### src/rtl/serial_sub_pkg.sv
// Shared types and constants for the bit-serial subtractor.
package serial_sub_pkg;

    localparam int DEFAULT_WIDTH = 4;

    typedef enum logic [1:0] {
        IDLE = 2'd0,
        BUSY = 2'd1,
        DONE = 2'd2
    } state_t;

endpackage

### src/rtl/serial_subtractor_full_subtractor.sv
// Single-bit full subtractor: d = a - b - bin, with borrow-out.
module full_subtractor (
    input  logic a,
    input  logic b,
    input  logic bin,
    output logic d,
    output logic bout
);

    assign d    = a ^ b ^ bin;
    assign bout = (~a & b) | (~(a ^ b) & bin);

endmodule

### src/rtl/serial_subtractor.sv
// Bit-serial subtractor D = A - B - bin, LSB first, with valid/ready on both sides.
// Optional signed-overflow output enabled by defining SERIAL_SUB_OVF_EN.
module serial_subtractor
    import serial_sub_pkg::*;
#(
    parameter  int WIDTH = DEFAULT_WIDTH,
    localparam int CNT_W = $clog2(WIDTH + 1)
) (
    input  logic             clk,
    input  logic             rst_n,
    input  logic             in_valid,
    output logic             in_ready,
    input  logic [WIDTH-1:0] A,
    input  logic [WIDTH-1:0] B,
    input  logic             bin,
    output logic             out_valid,
    input  logic             out_ready,
    output logic [WIDTH-1:0] D,
`ifdef SERIAL_SUB_OVF_EN
    output logic             bout,
    output logic             ovf
`else
    output logic             bout
`endif
);

    localparam logic [CNT_W-1:0] CNT_LAST = CNT_W'(WIDTH - 1);

    state_t           state_r;
    state_t           state_nxt_s;
    logic [WIDTH-1:0] a_sr_r;
    logic [WIDTH-1:0] b_sr_r;
    logic [WIDTH-1:0] d_sr_r;
    logic             br_r;
    logic [CNT_W-1:0] cnt_r;
    logic             accept_s;
    logic             step_s;
    logic             last_s;
    logic             d_s;
    logic             bout_s;

    full_subtractor u_fs (
        .a    (a_sr_r[0]),
        .b    (b_sr_r[0]),
        .bin  (br_r),
        .d    (d_s),
        .bout (bout_s)
    );

`ifdef SERIAL_SUB_OVF_EN
    logic ovf_s;
    // Overflow judged on the operand MSBs and the result MSB of the final step.
    assign ovf_s = (a_sr_r[0] ^ b_sr_r[0]) & (a_sr_r[0] ^ d_s);
`endif

    // Next-state and step control.
    always_comb begin
        state_nxt_s = state_r;
        accept_s    = 1'b0;
        step_s      = 1'b0;
        last_s      = 1'b0;
        case (state_r)
            IDLE: begin
                if (in_valid && in_ready) begin
                    accept_s    = 1'b1;
                    state_nxt_s = BUSY;
                end else begin
                    state_nxt_s = IDLE;
                end
            end
            BUSY: begin
                step_s = 1'b1;
                if (cnt_r == CNT_LAST) begin
                    last_s      = 1'b1;
                    state_nxt_s = DONE;
                end else begin
                    state_nxt_s = BUSY;
                end
            end
            DONE: begin
                if (out_ready) begin
                    state_nxt_s = IDLE;
                end else begin
                    state_nxt_s = DONE;
                end
            end
            default: begin
                state_nxt_s = IDLE;
            end
        endcase
    end

    // FSM state register.
    always_ff @(posedge clk) begin
        if (!rst_n) begin
            state_r <= IDLE;
        end else begin
            state_r <= state_nxt_s;
        end
    end

    // Operand/result shift registers, borrow and bit counter.
    always_ff @(posedge clk) begin
        if (!rst_n) begin
            a_sr_r <= '0;
            b_sr_r <= '0;
            d_sr_r <= '0;
            br_r   <= 1'b0;
            cnt_r  <= '0;
        end else if (accept_s) begin
            a_sr_r <= A;
            b_sr_r <= B;
            br_r   <= bin;
            cnt_r  <= '0;
        end else if (step_s) begin
            a_sr_r <= {1'b0, a_sr_r[WIDTH-1:1]};
            b_sr_r <= {1'b0, b_sr_r[WIDTH-1:1]};
            d_sr_r <= {d_s, d_sr_r[WIDTH-1:1]};
            br_r   <= bout_s;
            cnt_r  <= cnt_r + CNT_W'(1);
        end else begin
            a_sr_r <= a_sr_r;
            b_sr_r <= b_sr_r;
            d_sr_r <= d_sr_r;
            br_r   <= br_r;
            cnt_r  <= cnt_r;
        end
    end

    // Registered handshake flags; result captured on the final bit step and held.
    always_ff @(posedge clk) begin
        if (!rst_n) begin
            in_ready  <= 1'b1;
            out_valid <= 1'b0;
            D         <= '0;
            bout      <= 1'b0;
`ifdef SERIAL_SUB_OVF_EN
            ovf       <= 1'b0;
`endif
        end else begin
            in_ready  <= (state_nxt_s == IDLE);
            out_valid <= (state_nxt_s == DONE);
            if (last_s) begin
                D    <= {d_s, d_sr_r[WIDTH-1:1]};
                bout <= bout_s;
`ifdef SERIAL_SUB_OVF_EN
                ovf  <= ovf_s;
`endif
            end else begin
                D    <= D;
                bout <= bout;
`ifdef SERIAL_SUB_OVF_EN
                ovf  <= ovf;
`endif
            end
        end
    end

endmodule
### config.mk
export PLATFORM = sky130hd
export DESIGN_NAME = serial_subtractor
export DESIGN_NICKNAME = d
export VERILOG_FILES = /design/src/rtl/serial_sub_pkg.sv /design/src/rtl/serial_subtractor_full_subtractor.sv /design/src/rtl/serial_subtractor.sv
export SDC_FILE = /design/constraint.sdc
export NUM_CORES = 1
export LEC_CHECK = 0
export CAP_MARGIN = 20
export CORE_MARGIN = 2
export CORE_UTILIZATION = 52
export DETAILED_ROUTE_END_ITERATION = 8
export PLACE_DENSITY = 0.88
export SLEW_MARGIN = 20
export SYNTH_ARGS = -nofsm -noshare
export SYNTH_HDL_FRONTEND = slang
export SYNTH_SLANG_ARGS = --single-unit
### constraint.sdc
create_clock -name clk -period 3 [get_ports clk]
set_clock_uncertainty 0.05 [all_clocks]
set_input_delay 0.6 -clock clk [delete_from_list [all_inputs] [get_ports clk]]
set_output_delay 0.6 -clock clk [all_outputs]
set_load 0.02 [all_outputs]
==> reports/summary.txt, run 1 <==
status: completed
Via density: 5.29
predominant post-synthesis flop cell: dfxtp_1
crit path kind: reg2out
Critical R2R Capture: bout$_SDFFE_PN0P_
Layout Nets: 146
Post-DRT Antenna Nets: 0
Mapped Nets: 129
Max VDD drop: 0.338 mV
clk sink count: 24
Post-synth top cells: dfxtp_1, a21oi_1, nand2_1, nand3_1
Synth top area share: 49.0%
Slew @ Worst Pin: 0.727 ns
placed inst area: 1160 sq um
row count: 15
Final Cycle Share: 64.8%
FFs w/ async S/R, synth: 0%
crit end category: primary output
Worst Hold End: D[2]$_SDFFE_PN0P_
Final Hold Fails: 0
Area Overhead vs Synth: 22.2%
Worst Path Required: 2.35 ns
drt drc: 0
FF-to-FF setup slack: 1.38 ns
Core Util, Final: 68.7%
CTS buffer count: 3
#FFs+latches synth: 24
Iteration-0 DRC Markers: 10
Synthesis Warnings: 0
root buffer cell: clkbuf_4
layout cells sized above 1: 4.65%
top cell family by delay on the critical path: buffers and inverters
first-pass GRT wire length: 3110 um
cells taking the most area after synthesis: dfxtp_1, a21oi_1, nand2_1
Worst path slowest cell: clkdlybuf4s50_1
DP HPWL: 1330 um
Post-Synthesis Cells: 113
pwr dens: 508 nW/um^2
part of the power in registers: 57.3%
Total Routing Usage GR: 19.5%
worst-path cell chain: clkdlybuf4s50_1
port bufs: 19
clock period minus worst slack: 1.94 ns
H-tree levels: 1
antenna diode count: 0
first-pass detailed-route iteration total: 4
wire per inst: 11.9 um
Die Y: 47.4 um
combinational power share: 15.0%
Initial Utilization: 56.2%
GPL Wtd Cong: 0.751
# setup viols final: 0
LEAKAGE: 0.000418 uW
die width: 47.4 um
initial antenna violation count: 0
CP Launch Type: register
class of the worst hold path: reg2reg
fmax: 515 MHz
post-CTS setup buffers: 0
Syn Std Cell Area: 981 sq um
Mean Syn Cell Area: 8.68 sq um
largest net degree at the start of global routing: 21
total power: 609 uW
hold buffer count at CTS: 0
Buf+Inv Stages, Crit Path: 1
Clock Power Share: 27.6%
setup_tns: 0 ns
WHS: 0.413 ns
most common cell in the netlist: dfxtp_1
GR Overflow Total: 0
Seq/Total Area, Yosys: 49.0%
Reg clk slew, reported paths: 0.13 ns
Net Switching: 154 uW
Core Footprint: 1750 sq um
Sw Share: 25.4%
Post-synth EDFFs: 0
Total Wirelength: 1830 um
Worst Path Max Fanout: 3
worst reg2reg startpoint: state_r[0]$_SDFF_PN0_
Max transition margin: 51.3%
Reg2Reg Depth: 3
CTS tree: built
crit-path max cell delay: 0.61 ns
Yosys top cell by area: dfxtp_1
Worst Hold Depth: 2
die area: 2250 sq um
Max Slew Vio Count: 0
CP Data Arrival Time: 1.29 ns
# resized after CTS: 0
clk_lat worst skew: 0.31 ns
# IOs: 20
vias: 814
Design Area, Final: 1200 sq um
Max Cap Violations: 0
clk buf depth: 2
vias in the first global route: 769
unrepaired setup endpoints after global routing: false
synth unique cells: 28
P_int: 454 uW
Min-Delay Startpoint: D[2]$_SDFFE_PN0P_
placed cells by master (no fill, tap or decap):
master            n
o21a_1            3
a31oi_1           1
nand2_1          20
nand2b_1          1
clkdlybuf4s50_1  19
and2_1            1
fa_1              1
clkbuf_8          1
nor2_1            3
a21oi_1          20
inv_1             4
nor3b_1           1
buf_4             1
nand4bb_1         1
xnor2_1           1
dfxtp_1          24
ha_1              2
o21ai_0           4
nand3_1           9
a22oi_1           2
nor4bb_1          1
a211oi_1          2
nand3b_1          1
a2bb2oi_1         1
nor2b_2           1
clkbuf_4          3
o31ai_1           1
sequential cells by signal, summed over array words and instances, names as in the netlist:
register / cells
cnt_r: 3
bout: 1
br_r: 1
in_ready: 1
out_valid: 1
a_sr_r: 4
state_r: 2
d_sr_r: 3
D: 4
b_sr_r: 4
worst max-delay path by stage:
| stage | cells after the start | to | slack, ns | start |
|---|---|---|---|---|
| global route | 1 | bout | 1.02 | bout$_SDFFE_PN0P_ |
| global placement | 4 | a_sr_r[2]$_SDFFE_PN0P_ | 1.02 | in_valid |
| floorplan | 4 | state_r[0]$_SDFF_PN0_ | 1.61 | rst_n |
| finish | 1 | in_ready | 1.06 | in_ready$_SDFF_PN1_ |
| detailed placement | 4 | b_sr_r[1]$_SDFFE_PN0P_ | 0.93 | in_valid |
| CTS | 1 | in_ready | 1.05 | in_ready$_SDFF_PN1_ |
kinds of logic (layout without fill, tap and decap cells):
logic type | after synthesis | after routing | share of synthesized area (%)
AO/OA/AOI/OAI | 34 | 34 | 19.9
buffers and inverters | 12 | 28 | 6.38
adder cells (fa/ha/maj) | 3 | 3 | 4.59
XOR/XNOR | 1 | 1 | 0.893
flip-flops | 24 | 24 | 49.0
AND/OR/NAND/NOR | 39 | 39 | 19.3
power groups by stage:
stage	Sequential, uW	Clock [uW]	Combinational (uW)
2_1_floorplan	355	0	65.6
3_3_place_gp	354	0	88.3
3_5_place_dp	356	0	91.1
4_1_cts	349	171	91.9
5_1_grt	351	183	103
6_report	349	168	91.5
cell type report:
cell class,instances,area [sq um]
Fill cell,166,547
Sequential cell,24,480
Multi-Input combinational cell,77,438
Timing Repair Buffer,20,198
Clock buffer,4,36.3
Tap cell,25,31.3
Inverter,4,15.0
metrics by stage:
step           setup slack [ns]  cells
2_1_floorplan              1.61    113
6_report                   1.06    154
3_3_place_gp               1.02    150
3_5_place_dp              0.934    150
5_1_grt                    1.02    154
4_1_cts                    1.05    154
routing by layer:
metal | vias to the layer above | GRT usage, % | wire length (um)
met5 | - | 0 | 0
met4 | 0 | 5.00 | 18
met3 | 4 | 3.40 | 69
met2 | 16 | 36.8 | 897
met1 | 373 | 22.6 | 847
li1 | 421 | - | -
No activity file was read; power rests on OpenSTA's default activity.
==> inputs of run 2 (changes only) <==
--- a/config.mk
+++ b/config.mk
@@ -7,9 +7,9 @@
 export LEC_CHECK = 0
 export CAP_MARGIN = 20
 export CORE_MARGIN = 2
-export CORE_UTILIZATION = 52
+export CORE_UTILIZATION = 44
 export DETAILED_ROUTE_END_ITERATION = 8
-export PLACE_DENSITY = 0.88
+export PLACE_DENSITY = 0.8
 export SLEW_MARGIN = 20
 export SYNTH_ARGS = -nofsm -noshare
 export SYNTH_HDL_FRONTEND = slang
==> constraint.sdc (replaced) <==
create_clock -name clk -period 1.7 [get_ports clk]
set_clock_uncertainty 0.05 [all_clocks]
set_input_delay 0.34 -clock clk [delete_from_list [all_inputs] [get_ports clk]]
set_output_delay 0.34 -clock clk [all_outputs]
set_load 0.02 [all_outputs]
==> run 2 against run 1 <==
- setup slack worse by 1.0 ns
- critical path depth did not move
- via count increased by 2.8%
- critical path type unchanged
- highest routed layer unchanged
==> reports/summary.txt, run 2 (synthesis gave the netlist of run 1 again) <==
status: completed
initial antenna violation count: 0
P_int: 918 uW
Post-DRT Antenna Nets: 0
die area: 2620 sq um
DP HPWL: 1320 um
first-pass GRT wire length: 3130 um
Final Hold Fails: 0
combinational power share: 14.5%
unrepaired setup endpoints after global routing: false
Worst Hold End: a_sr_r[1]$_SDFFE_PN0P_
crit end category: primary output
die width: 51.2 um
Worst path slowest cell: clkdlybuf4s50_1
Core Footprint: 2150 sq um
Final Cycle Share: 97.1%
pwr dens: 951 nW/um^2
Clock Power Share: 34.0%
most common cell after layout, fill and taps aside: dfxtp_1
Iteration-0 DRC Markers: 15
FF-to-FF setup slack: 0.30 ns
Total Routing Usage GR: 15.7%
clk buf depth: 2
# IOs: 20
largest net degree at the start of global routing: 16
Worst Path Required: 1.31 ns
clock period minus worst slack: 1.65 ns
CP Data Arrival Time: 1.26 ns
footprint of the multi-input gates: 438 sq um
total power: 1200 uW
Max Slew Vio Count: 0
CP Launch Type: register
port bufs: 19
Max VDD drop: 0.560 mV
crit-path max cell delay: 0.60 ns
worst-path cell chain: clkdlybuf4s50_1
Total Wirelength: 1860 um
Reg2Reg Depth: 5
post-CTS setup buffers: 0
vias: 837
crit path kind: reg2out
Min-Delay Startpoint: a_sr_r[2]$_SDFFE_PN0P_
antenna diode count: 0
first-pass detailed-route iteration total: 4
Layout Nets: 150
wire per inst: 11.6 um
class of the worst hold path: reg2reg
worst reg2reg startpoint: cnt_r[0]$_SDFFE_PP0N_
fillers: 202
CTS buffer count: 3
root buffer cell: clkbuf_4
Initial Utilization: 45.7%
setup_tns: 0 ns
GR Overflow Total: 0
Die Y: 51.2 um
H-tree levels: 1
Area Overhead vs Synth: 28.1%
# setup viols final: 0
hold buffer count at CTS: 0
drt drc: 0
Reg clk slew, reported paths: 0.13 ns
GPL Wtd Cong: 0.752
Max transition margin: 62.3%
Top Registers: D x4, a_sr_r x4, b_sr_r x4
Worst Path Max Fanout: 2
vias in the first global route: 758
Sw Share: 23.1%
Net Switching: 277 uW
Worst Hold Depth: 2
Via density: 5.20
final worst slack: 0.0485 ns
Max Cap Violations: 0
register area: 480 sq um
clk sink count: 24
WHS: 0.405 ns
pre-CTS setup slack: 0.129 ns
Critical R2R Capture: D[3]$_SDFFE_PN0P_
most frequent cells in the layout: dfxtp_1, nand2_1, a21oi_1
clk_lat worst skew: 0.31 ns
Slew @ Worst Pin: 0.566 ns
layout cells sized above 1: 7.52%
row count: 17
CTS tree: built
Buf+Inv Stages, Crit Path: 1
LEAKAGE: 0.000486 uW
fmax: 606 MHz
top cell family by delay on the critical path: buffers and inverters
part of the power in registers: 51.4%
-- run 2: cell count changes in the layout (fill, tap and decap cells not counted), sizes merged --
cell	delta
dlymetal6s2s	+3
buf	+4
bufinv	+1
clkbuf	-1
clkdlybuf4s50	-3
-- run 2: power groups by stage --
stage / Combinational [uW] / Clock, uW / Sequential [uW]
2_1_floorplan: 116 / 0 / 626
6_report: 173 / 407 / 615
3_5_place_dp: 173 / 0 / 627
4_1_cts: 175 / 417 / 615
5_1_grt: 193 / 435 / 620
3_3_place_gp: 168 / 0 / 626
-- run 2: how the worst max path moves through the flow --
stage                                from                      to  slack, ns  cells past startpoint
floorplan           cnt_r[0]$_SDFFE_PP0N_    out_valid$_SDFF_PN0_       0.39                      5
global placement                 in_valid  a_sr_r[1]$_SDFFE_PN0P_       0.17                      5
detailed placement               in_valid  b_sr_r[1]$_SDFFE_PN0P_       0.13                      5
CTS                   in_ready$_SDFF_PN1_                in_ready       0.01                      1
global route            D[3]$_SDFFE_PN0P_                    D[3]      0.006                      1
finish                  D[0]$_SDFFE_PN0P_                    D[0]       0.05                      1
-- run 2: repair_timing --
| action | CTS | global route |
|---|---|---|
| gates resized for setup | 0 | 3 |
| endpoints found under the hold margin | 0 | 0 |
| endpoints found under the setup margin | 0 | 3 |
-- run 2: area by class of cell --
cell class                      instances  share of cell area (%)
Multi-Input combinational cell         77                    34.9
Tap cell                               28                    2.79
Timing Repair Buffer                   24                    18.7
Clock inverter                          1                    2.39
Inverter                                4                    1.20
Clock buffer                            3                    1.79
Sequential cell                        24                    38.2
-- run 2: routing by layer --
layer	global-route usage [%]	vias to the layer above	share of wire [%]
li1	-	428	-
met1	18.4	394	45
met2	28.1	13	51
met3	2.63	2	3.7
met4	6.58	0	0.59
met5	0	-	0
-- run 2: stage by stage --
step,area (sq um),utilization (%),cells
2_1_floorplan,981,-,113
3_3_place_gp,1200,55.7,157
3_5_place_dp,1200,55.7,157
4_1_cts,1250,58.1,161
5_1_grt,1260,58.5,161
6_report,1260,58.5,161
==> edit, RTL diff (config.mk and constraints of run 2) <==
`DEFAULT_WIDTH`: 4 -> 8.
--- a/src/rtl/serial_sub_pkg.sv
+++ b/src/rtl/serial_sub_pkg.sv
@@ -3,3 +3,3 @@
 
-    localparam int DEFAULT_WIDTH = 4;
+    localparam int DEFAULT_WIDTH = 8;
 
Interface: changed (resized A, B and D); port bits go from 20 to 32. The function was not compared with the original's and may differ.
==> edit against run 2 <==
  * Non-clock buffer count increased by 13
  * Area after synthesis increased by 76%
  * Sequential cell count increased by 17
  * Final area increased by 72%
  * Register-to-register slack improved by 0.10 ns
  * Maximum frequency increased by 0.98%
  * Worst setup slack improved by 0.016 ns
  * Combinational power increased by 58%
  * Critical path type unchanged
  * Power increased by 67%
  * Wire length increased by 72%
  * First-iteration DRC count increased to 3.1 times the old value
  * Critical path depth unchanged
==> edit: results (changes against run 2) <==
stage	metric	value	unit	change
power_and_ir_drop	internal_power	1.513	mW	was 918.5 uW
routing	vias	1395		was 837
power_and_ir_drop	p_leak	0.7298	nW	was 0.4864 nW
cts	cts_setup_buffers	0		unchanged
synth	yosys-top-cells-count	nand2_1 (49), dfxtp_1 (41), a21oi_1 (22)		was dfxtp_1 (24), a21oi_1 (20), nand2_1 (20)
worst_setup_path	crit_fanout	3		was 2
placement	io_buffers	31		was 19
placement	place_hpwl	2109	microns	was 1322 microns
worst_setup_path	cp.arrival	1.25	ns	
layout	reg.largest.list	D x8, a_sr_r x8, b_sr_r x8		was D x4, a_sr_r x4, b_sr_r x4
timing	period_minus_slack	1.635	ns	was 1.651 ns
worst_setup_path	r2r_start	state_r[0]		was cnt_r[0]
power_and_ir_drop	seq_power_share	52.1	%	was 51.4%
placement	place_congestion	0.7758		was 0.7515
power_and_ir_drop	switchingPower	485.1	uW	was 276.7 uW
synth	ys_types	30		was 28
routing	post_drt_wl_per_cell	11.66	microns	was 11.55 microns
global_route	grt_use_met1	19.05	%	was 18.43%
routing	drt_iter0_drc	47		was 15
layout	fill_cells	355		was 202
global_route	grt_usage	16.29	%	was 15.72%
layout	drive_gt1_share	7.080	%	was 7.519%
timing	worstMarginPinSlew	0.3529	ns	was 0.5660 ns
cts	ctsHtreeMaxLevel	2		was 1
cts	cts_made_buffers	5		was 3
global_route	grt_pass1_wl	5395	microns	was 3132 microns
synth	seq_area_frac_synth	47.57	%	was 48.98%
power_and_ir_drop	combinationalPower	274	uW	was 173 uW
worst_setup_path	crit_start	in_ready		was D[0]
power_and_ir_drop	ir_worst_vdd	0.5741	mV	was 0.5599 mV
global_route	grt_max_degree	48		was 16
global_route	grt_pass1_vias	1248		was 758
timing	hold_viol_final	0		unchanged
global_route	use_met3	5.574	%	was 2.632%
synth	synth_fp_nets	220		was 129
cts	cts-root-buf	clkbuf_8		was clkbuf_4
synth	synth_area_leaders	dfxtp_1 (48%), nand2_1 (11%), a21oi_1 (6.4%)		was dfxtp_1 (49%), a21oi_1 (10%), nand2_1 (7.7%)
layout	finalNetCount	248		was 150
cts	clock_latency	0.29	ns	was 0.31 ns
status	outcome	completed		unchanged
global_route	met2_usage	26.63	%	was 28.14%
worst_hold_path	hp-start	b_sr_r[3]		was a_sr_r[2]
cts	path_clk_slew	0.07	ns	was 0.13 ns
edit: changes by cell type after synthesis, sizes merged, moves of 2 or more:
cell           run 2  this run
buf                6        12
dfxtp             24        41
a211oi             2         0
nand3              9         6
clkbuf             2         4
o21ai              4        11
a21oi             20        22
a21boi             0        13
nand2             20        49
mux2i              0         9
edit: routing by layer:
layer	vias up	routed length (microns)
li1	724	-
met1	637	1537
met2	32	1483
met3	2	139
met4	0	34
met5	-	0
edit: worst paths after layout:
kind / end / slack (ns) / cells after the start
min reg2reg: b_sr_r[2] / 0.40 / 2
max: in_ready / 0.06 / 1
min: b_sr_r[2] / 0.40 / 2
max reg2reg: D[5] / 0.40 / 3
edit: stage by stage:
step	worst slack, ns	hold WS (ns)	instance area [sq um]	cells	util, %
after global placement	0.1155	0.3864	2061	266	55.45
after CTS	0.05461	0.4030	2162	274	58.18
after global routing	0.008308	0.4165	2162	274	58.18
after detailed placement	0.07833	0.3917	2061	266	55.45
final	0.06464	0.4034	2162	274	58.18
after floorplan	0.4220	0.3804	1725	197	-
edit: area by class of cell:
| class | instances | area (sq um) | area share, % |
|---|---|---|---|
| multi-input cells | 136 | 784.5 | 36.28 |
| clock buffers | 7 | 96.34 | 4.456 |
| inverters | 4 | 15.01 | 0.6944 |
| flip-flops and latches | 41 | 820.8 | 37.96 |
| repair buffers | 37 | 380.4 | 17.59 |
| well taps | 48 | 60.06 | 2.778 |
| clock inverters | 1 | 5.005 | 0.2315 |
edit: kinds of logic (layout without fill, tap and decap cells):
group	count (synthesis)	count (layout)	share of synthesized area (%)
adder cells (fa/ha/maj)	2	2	1.885
AND/OR/NAND/NOR	66	66	17.40
multiplexers	9	9	5.221
AO/OA/AOI/OAI	57	57	19.94
buffers and inverters	20	49	6.961
flip-flops	41	41	47.57
XOR/XNOR	2	2	1.015
